--- config.mk ---
export PLATFORM = sky130hd
export DESIGN_NAME = disp_arbiter
export DESIGN_NICKNAME = d
export VERILOG_FILES = /design/src/rtl/disp_arbiter.sv
export SDC_FILE = /design/constraint.sdc
export NUM_CORES = 1
export LEC_CHECK = 0
export ABC_AREA = 0
export CAP_MARGIN = 20
export CORE_ASPECT_RATIO = 0.5
export CORE_MARGIN = 2
export CORE_UTILIZATION = 49
export CTS_CLUSTER_SIZE = 28
export DETAILED_ROUTE_END_ITERATION = 16
export MAX_ROUTING_LAYER = met4
export PLACE_DENSITY_LB_ADDON = 0.2
export SLEW_MARGIN = 10
export SYNTH_ARGS = -nofsm -noshare
export SYNTH_HDL_FRONTEND = slang
export SYNTH_SLANG_ARGS = --single-unit
--- constraint.sdc ---
create_clock -name clk -period 5.91 [get_ports clk]
set_input_delay 1.773 -clock clk [delete_from_list [all_inputs] [get_ports clk]]
set_output_delay 1.773 -clock clk [all_outputs]
set_load 0.01 [all_outputs]
--- src/rtl/disp_arbiter.sv ---
// Two-requester 4-digit seven-segment display arbiter: round-robin grant held
// for at least HOLD complete scan frames, with the shown value snapshotted per frame.
module disp_arbiter #(
  parameter int DIV  = 50000,
  parameter int HOLD = 8
) (
  input  logic        clk,
  input  logic        rst,
  input  logic        req_a,
  input  logic        req_b,
  input  logic [15:0] val_a,
  input  logic [15:0] val_b,
  input  logic        sign_a,
  input  logic        sign_b,
  output logic        gnt_a,
  output logic        gnt_b,
  output logic [3:0]  an,
  output logic [6:0]  seg,
  output logic        frame_done
);

  localparam int PW = (DIV > 1) ? $clog2(DIV) : 1;
  localparam int HW = $clog2(HOLD + 1) + 1;

  typedef enum logic [1:0] {IDLE, SHOW_A, SHOW_B} state_t;

  state_t          state, state_n;
  logic [PW-1:0]   presc;
  logic [1:0]      idx;
  logic [HW-1:0]   hold, hold_inc;
  logic [16:0]     lat, lat_src;
  logic            tick, frame_end, held, restart, load;
  logic [3:0]      digit;

  assign tick      = (presc == PW'(DIV - 1));
  assign frame_end = (state != IDLE) && tick && (idx == 2'd3);
  assign hold_inc  = (hold >= HW'(HOLD)) ? hold : hold + HW'(1);
  assign held      = (hold_inc >= HW'(HOLD));

  always_ff @(posedge clk) begin
    if (rst) state <= IDLE;
    else     state <= state_n;
  end

  always_comb begin
    state_n = state;
    case (state)
      IDLE: begin
        if (req_a)      state_n = SHOW_A;
        else if (req_b) state_n = SHOW_B;
      end
      SHOW_A: begin
        if (frame_end && held) begin
          if (req_b)       state_n = SHOW_B;
          else if (!req_a) state_n = IDLE;
        end
      end
      SHOW_B: begin
        if (frame_end && held) begin
          if (req_a)       state_n = SHOW_A;
          else if (!req_b) state_n = IDLE;
        end
      end
      default: state_n = IDLE;
    endcase
  end

  // Any state change (grant, switch, release) restarts the scan from digit 0.
  assign restart = (state_n != state);
  assign load    = (state_n != IDLE) && (restart || frame_end);
  assign lat_src = (state_n == SHOW_A) ? {sign_a, val_a} : {sign_b, val_b};
  assign digit   = lat[{idx, 2'b00} +: 4];

  function automatic logic [6:0] hex7(input logic [3:0] d);
    case (d)
      4'h0: hex7 = 7'b1000000;
      4'h1: hex7 = 7'b1111001;
      4'h2: hex7 = 7'b0100100;
      4'h3: hex7 = 7'b0110000;
      4'h4: hex7 = 7'b0011001;
      4'h5: hex7 = 7'b0010010;
      4'h6: hex7 = 7'b0000010;
      4'h7: hex7 = 7'b1111000;
      4'h8: hex7 = 7'b0000000;
      4'h9: hex7 = 7'b0010000;
      4'hA: hex7 = 7'b0001000;
      4'hB: hex7 = 7'b0000011;
      4'hC: hex7 = 7'b1000110;
      4'hD: hex7 = 7'b0100001;
      4'hE: hex7 = 7'b0000110;
      default: hex7 = 7'b0001110;
    endcase
  endfunction

  always_ff @(posedge clk) begin
    if (rst) begin
      presc      <= '0;
      idx        <= '0;
      hold       <= '0;
      lat        <= '0;
      gnt_a      <= 1'b0;
      gnt_b      <= 1'b0;
      an         <= 4'b1111;
      seg        <= 7'b1111111;
      frame_done <= 1'b0;
    end else begin
      gnt_a      <= (state_n == SHOW_A);
      gnt_b      <= (state_n == SHOW_B);
      frame_done <= frame_end;
      if (restart || state == IDLE) begin
        presc <= '0;
        idx   <= '0;
        hold  <= '0;
      end else begin
        presc <= tick ? '0 : presc + PW'(1);
        if (tick)      idx  <= idx + 2'd1;
        if (frame_end) hold <= hold_inc;
      end
      if (load) lat <= lat_src;
      // Display follows the registered index, so it lags the index by one clock.
      if (state == IDLE) begin
        an  <= 4'b1111;
        seg <= 7'b1111111;
      end else begin
        an  <= ~(4'b0001 << idx);
        seg <= (lat[16] && idx == 2'd3) ? 7'b0111111 : hex7(digit);
      end
    end
  end

endmodule

==> impl_metrics.tcl <==
set metrics [dict create \
    top_layer_used "met4" \
    num-fill-cells 527 \
    post-cts-setup-buffers 0 \
    vdd_drop_max_mv 0.125 \
    core_um2 5980 \
    power.density_nw_per_um2 251 \
    switching_share_pct 28.1 \
    met2_length_mm 3.13 \
    post-route-period-util_pct 66.9 \
    timing.hold.ws_ps 448 \
    syn_area_um2 2980 \
    grt_pass1_vias 2434 \
    cts_resized 0 \
    root_buffer "clkbuf_16" \
    synth_largest_area_cell "dfxtp_1" \
    final_core_util_pct 61.0 \
    synth-edff-count 0 \
    netlist_instances 326 \
    finalCriticalPeriod_ps 3960 \
    grt-ovfl-total 0 \
    grt_pass1_wl_mm 10.5 \
    maxCapViolCount 0 \
    ys_ff_latch 56 \
    hold_path_class "flip-flop to flip-flop" \
    fmax_mhz 253 \
    synth_fa_ha_area_share_pct 5.45 \
    wl_met1_mm 2.76 \
    synth_top_family_by_area "simple AND/OR/NAND/NOR gates" \
    setup_tns_ps 0 \
    drtPass1Iterations 4 \
    port_buffers 51 \
    tightest_slew_ps 1080 \
    seqPwrFrac_pct 45.7 \
    yosys-mux-area-fraction_pct 10.5 \
    worst_slack_ps 1950 \
    status "completed" \
    io_pins 52 \
    cp-start-kind "input pin" \
    syn-num-nets 377 \
    p_int_w 0.000658 \
    wl_met3_um 312 \
    routedWlPerCell_um 14.0 \
    slew-limit-headroom_pct 27.9 \
    cp-startpoint "req_a" \
    synth_cell_type_count 46 \
    holdBufCountCts 0 \
    cts_tree "yes" \
    antenna_found_initial 0 \
    synthXorXnorAreaFrac_pct 4.99 \
    r2r_slack_ps 2410 \
    clock-sinks 56 \
    ys.flop_type "dfxtp_1" \
    yosys.area_share.simple_pct 17.4 \
    nets 423 \
    syn_avg_cell_area_um2 9.15 \
    drt_iter0_markers 157 \
    htree_levels 2 \
    reg2reg_from "idx[0]" \
    clk_path_buf_depth 2 \
    wirelength_mm 6.31 \
    synth-compound-area-share_pct 16.4 \
    finalHoldViolCount 0 \
    numCtsBuffers 5 \
    pwr-share-clk_pct 32.9 \
    endpoint "lat[0]" \
    crit_fanout 18 \
    critPathCaptureType "flip-flop" \
    ys_seq_area_share_pct 37.6 \
    final-max-slew-violation-count 0 \
    die_y_um 59.2 \
    start_util_pct 49.9 \
    area_growth_pct 22.4 \
    r2r_cells 7 \
    leakage_nw 1.35 \
    gp_congestion 0.844 \
    die_area_um2 6770 \
    finClkSkew_ps 5.83 \
    finalSetupViolCount 0 \
    ant_nets 0 \
    vias 2430 \
    grt_max_degree 25 \
    worstSetupPathType "input pin to flip-flop" \
    grt_usage_pct 20.6 \
    comb_power_share_pct 21.4 \
    power.switching_w 0.000257 \
    die_x_um 114 \
    required_ps 6050 \
    hpwl_mm 4.61 \
    vias_per_cell 5.40 \
    drive_gt1_share_pct 11.8 \
    diodes 0 \
    ys_async_sr_fraction_pct 0 \
    crit_arrival_ps 4100 \
    synthTopCellsByArea "dfxtp_1 38%, nor2_1 7.0%, mux2i_1 6.7%" \
    rsz0062_at_grt "false" \
    ys_warn_count 0 \
    drc 0 \
    synth_top_area_share_pct 37.6 \
    pre_cts_ws_ps 1650 \
    clock_latency_ps 300 \
    path_clk_slew_ps 70 \
    row_count 20 \
    r2r-end "lat[0]" \
]
==> layout make-up <==
cell class                      count  area [um^2]  area share [%]
Clock buffer                        5          125            3.43
Timing Repair Buffer               53          526            14.4
Inverter                           29          109            2.98
Clock inverter                      3         22.5           0.617
Sequential cell                    56         1120            30.7
Multi-Input combinational cell    227         1650            45.2
Tap cell                           77         96.3            2.64
==> synth_stat cells (2+ instances only) <==
cell type	n
buf_8	2
a21oi_1	13
buf_6	3
mux4_2	4
inv_1	29
o221ai_1	2
or2_2	2
mux2_2	2
and3_1	3
clkbuf_1	2
nand2_1	24
buf_4	2
nand2b_1	6
a221o_2	7
a221o_1	10
and2_0	2
nand4_1	2
a311oi_1	2
ha_1	13
nand3_1	11
mux2i_1	20
xor2_1	9
buf_2	2
dfxtp_1	56
o21ai_0	4
a21oi_2	11
xnor2_1	8
nor2_1	56
o211ai_1	2
==> power groups by stage <==
stage	combinational, W	clock (W)	sequential, W
global placement	0.000186	0	0.000426
global route	0.000213	0.000322	0.000421
CTS	0.000195	0.000309	0.000418
floorplan	0.000134	0	0.000426
finish	0.000195	0.000301	0.000419
detailed placement	0.000195	0	0.000427
==> placed cells by master, fill, tap and decap left out, drive strengths merged, types with 11 or more instances in the layout <==
cell type      count
a21oi             24
a221o             17
clkdlybuf4s50     51
dfxtp             56
ha                13
inv               30
mux2i             20
nand2             24
nand3             11
nor2              56
==> per-stage QoR <==
step | total power, W | std cells | cell area [um^2]
after floorplan | 0.000560 | 326 | 2980
after detailed placement | 0.000622 | 442 | 3500
after global routing | 0.000957 | 450 | 3650
after CTS | 0.000922 | 450 | 3650
final | 0.000915 | 450 | 3650
after global placement | 0.000613 | 442 | 3500
==> sequential cells by signal, indices dropped and copies added (netlist names) <==
name / flops
hold: 5
gnt_a: 1
seg: 7
gnt_b: 1
state: 2
frame_done: 1
idx: 2
presc: 16
an: 4
lat: 17
==> worst min-delay path by stage <==
stage	to	cells after the start	startpoint	slack, ps
floorplan	hold[4]	2	hold[4]	420
finish	hold[4]	2	hold[4]	450
detailed placement	hold[4]	2	hold[4]	440
global route	hold[4]	2	hold[4]	460
global placement	hold[4]	2	hold[4]	430
CTS	hold[4]	2	hold[4]	450
==> metal layers <==
layer,vias up,track usage [%]
li1,1209,-
met5,-,-
met2,55,37.7
met4,0,6.27
met1,1155,23.1
met3,11,4.60
==> worst max-delay path, cell delays in order <==
cell	delay, ps
clkdlybuf4s50_1	650
nand3_1	110
a22o_1	500
a21oi_2	910
a21oi_1	140
==> kinds of logic (layout without fill, tap and decap cells) <==
group | count (synthesis) | count (layout)
multiplexers | 26 | 26
buffers and inverters | 43 | 90
flip-flops | 56 | 56
adder cells (fa/ha/maj) | 13 | 13
AO/OA/AOI/OAI | 58 | 58
XOR/XNOR | 17 | 17
AND/OR/NAND/NOR | 113 | 113
Power figures use the tool's default switching activity.
==> edit, RTL diff (same flow settings) <==
Make the reset (`rst`) asynchronous in 2 clocked blocks.
--- a/src/rtl/disp_arbiter.sv
+++ b/src/rtl/disp_arbiter.sv
@@ -37,7 +37,7 @@
   assign hold_inc  = (hold >= HW'(HOLD)) ? hold : hold + HW'(1);
   assign held      = (hold_inc >= HW'(HOLD));
 
-  always_ff @(posedge clk) begin
+  always_ff @(posedge clk or posedge rst) begin
     if (rst) state <= IDLE;
     else     state <= state_n;
   end
@@ -92,7 +92,7 @@
     endcase
   endfunction
 
-  always_ff @(posedge clk) begin
+  always_ff @(posedge clk or posedge rst) begin
     if (rst) begin
       presc      <= '0;
       idx        <= '0;
Behaviour: differs if rst is asserted again (counterexample within 4 cycles, from zero or initial values and one cycle with rst high); with rst held inactive, the same outputs for 10 cycles.
==> edit against the unedited design <==
  * Clock skew increased by 0.61 ps
  * Setup slack improved by 470 ps
  * Count of clock-buffer cells in the layout increased by 1
  * Utilization increased by 1.8 points
  * Routed wire length increased by 9.5%
  * Synthesized area increased by 8.4%
  * Cell area increased by 7.3%
  * Sequential cell count unchanged
  * Critical path type unchanged
Power is not compared: it rests on default switching activity, and its combinational part moved more than twofold at a synthesized area within 25%.
==> edit: results (changes against the unedited design) <==
cts_buffers: 5  # unchanged
h-tree-depth: 2  # unchanged
wl_per_cell_um: 15.8  # +13%
detail_route.iter0.violations: 197  # +25%
nets: 400  # -5.4%
use_met2_pct: 35.8  # -1.9 points
grt_pass1_wl_um: 11600  # +11%
grt_use_total_pct: 21.0  # +0.41 points
drive_gt1_share_pct: 16.0  # +4.2 points
crit_slowest_cell: "and2_1"
synth_xor_area_share_pct: 4.61  # -0.39 points
reg2reg_depth: 6  # -1
post_cts_resize_count: 0  # unchanged
hp-start: "presc[0]"
gp_congestion: 0.855  # +1.2%
grt_use_met1_pct: 26.1  # +3.0 points
via_per_inst: 5.66  # +4.8%
grt_pass1_vias: 2404  # -1.2%
holdPathEnd: "presc[0]"
gr-usage-met3_pct: 4.44  # -0.16 points
grt_max_degree: 57  # +130%
yosys.area_share.adder_pct: 5.03  # -0.42 points
worstPathArrival_ps: 3620  # -480 ps
r2r_setup_slack_ps: 3110  # +700 ps
worstReg2RegEnd: "lat[15]"
place_area_mm2: 0.00375  # +7.1%
synth_area_leaders: "dfrtp_1 35%, dfstp_2 8.9%, ha_1 5.0%, nand3_1 3.4%, a31oi_1 3.3%"
yosysSeqAreaShare_pct: 43.8  # +6.2 points
holdPathStages: 1  # -1
worstMarginPinSlew_ps: 807  # -274 ps
drt-met1-wl_um: 3040  # +10%
r2r-start: "idx[0]"
wl_met3_um: 373  # +20%
synth_compound_gate_area_share_pct: 17.9  # +1.5 points
wl_met2_um: 3400  # +8.7%
critical_path.top_delay_family: "compound AO/OA/AOI/OAI gates"
ys_async_sr_fraction_pct: 100  # +100 points
finClkSkew_ps: 6.45  # +0.615 ps
synth_cell_types: 55  # +20%
outcome: "finished clean"
synth_common_cells: "45 x dfrtp_1, 22 x nand3_1, 20 x a21oi_1, 19 x o21ai_0, 18 x nand2_1"
max-clock-path-buffers: 2  # unchanged
cpPeakStageDelay_ps: 590  # -320 ps
synthMuxAreaShare_pct: 4.02  # -6.5 points
fillers: 508  # -3.6%
dr.pass1.iters: 4  # unchanged
hpwl_um: 4960  # +7.5%
pg_comb_mw: 0.492
==> edit: cell types whose count changed after synthesis, moves of 11 or more <==
cell and change:
a21oi_2 -11, a31oi_1 +16, dfrtp_1 +45, dfstp_2 +11
dfxtp_1 -56, inv_1 -16, mux2i_1 -16, nand3_1 +11
nor2_1 -39, o21ai_0 +15
==> edit: metrics by stage <==
stage | setup WS [ps] | power, mW | instances | hold slack [ps]
finish | 2420 | 1.40 | 438 | 496
detailed placement | 2170 | 1.07 | 430 | 488
CTS | 2480 | 1.40 | 438 | 499
global placement | 2270 | 1.05 | 430 | 476
global route | 2260 | 1.50 | 438 | 520
floorplan | 2780 | 0.924 | 303 | 460
==> edit: final cells by class <==
class	instances	area [um^2]	share of cell area, %
clock inverters	2	35.0	0.895
multi-input cells	220	1650	42.2
flip-flops and latches	56	1420	36.1
inverters	14	57.6	1.47
repair buffers	52	518	13.2
well taps	88	110	2.81
clock buffers	6	129	3.29
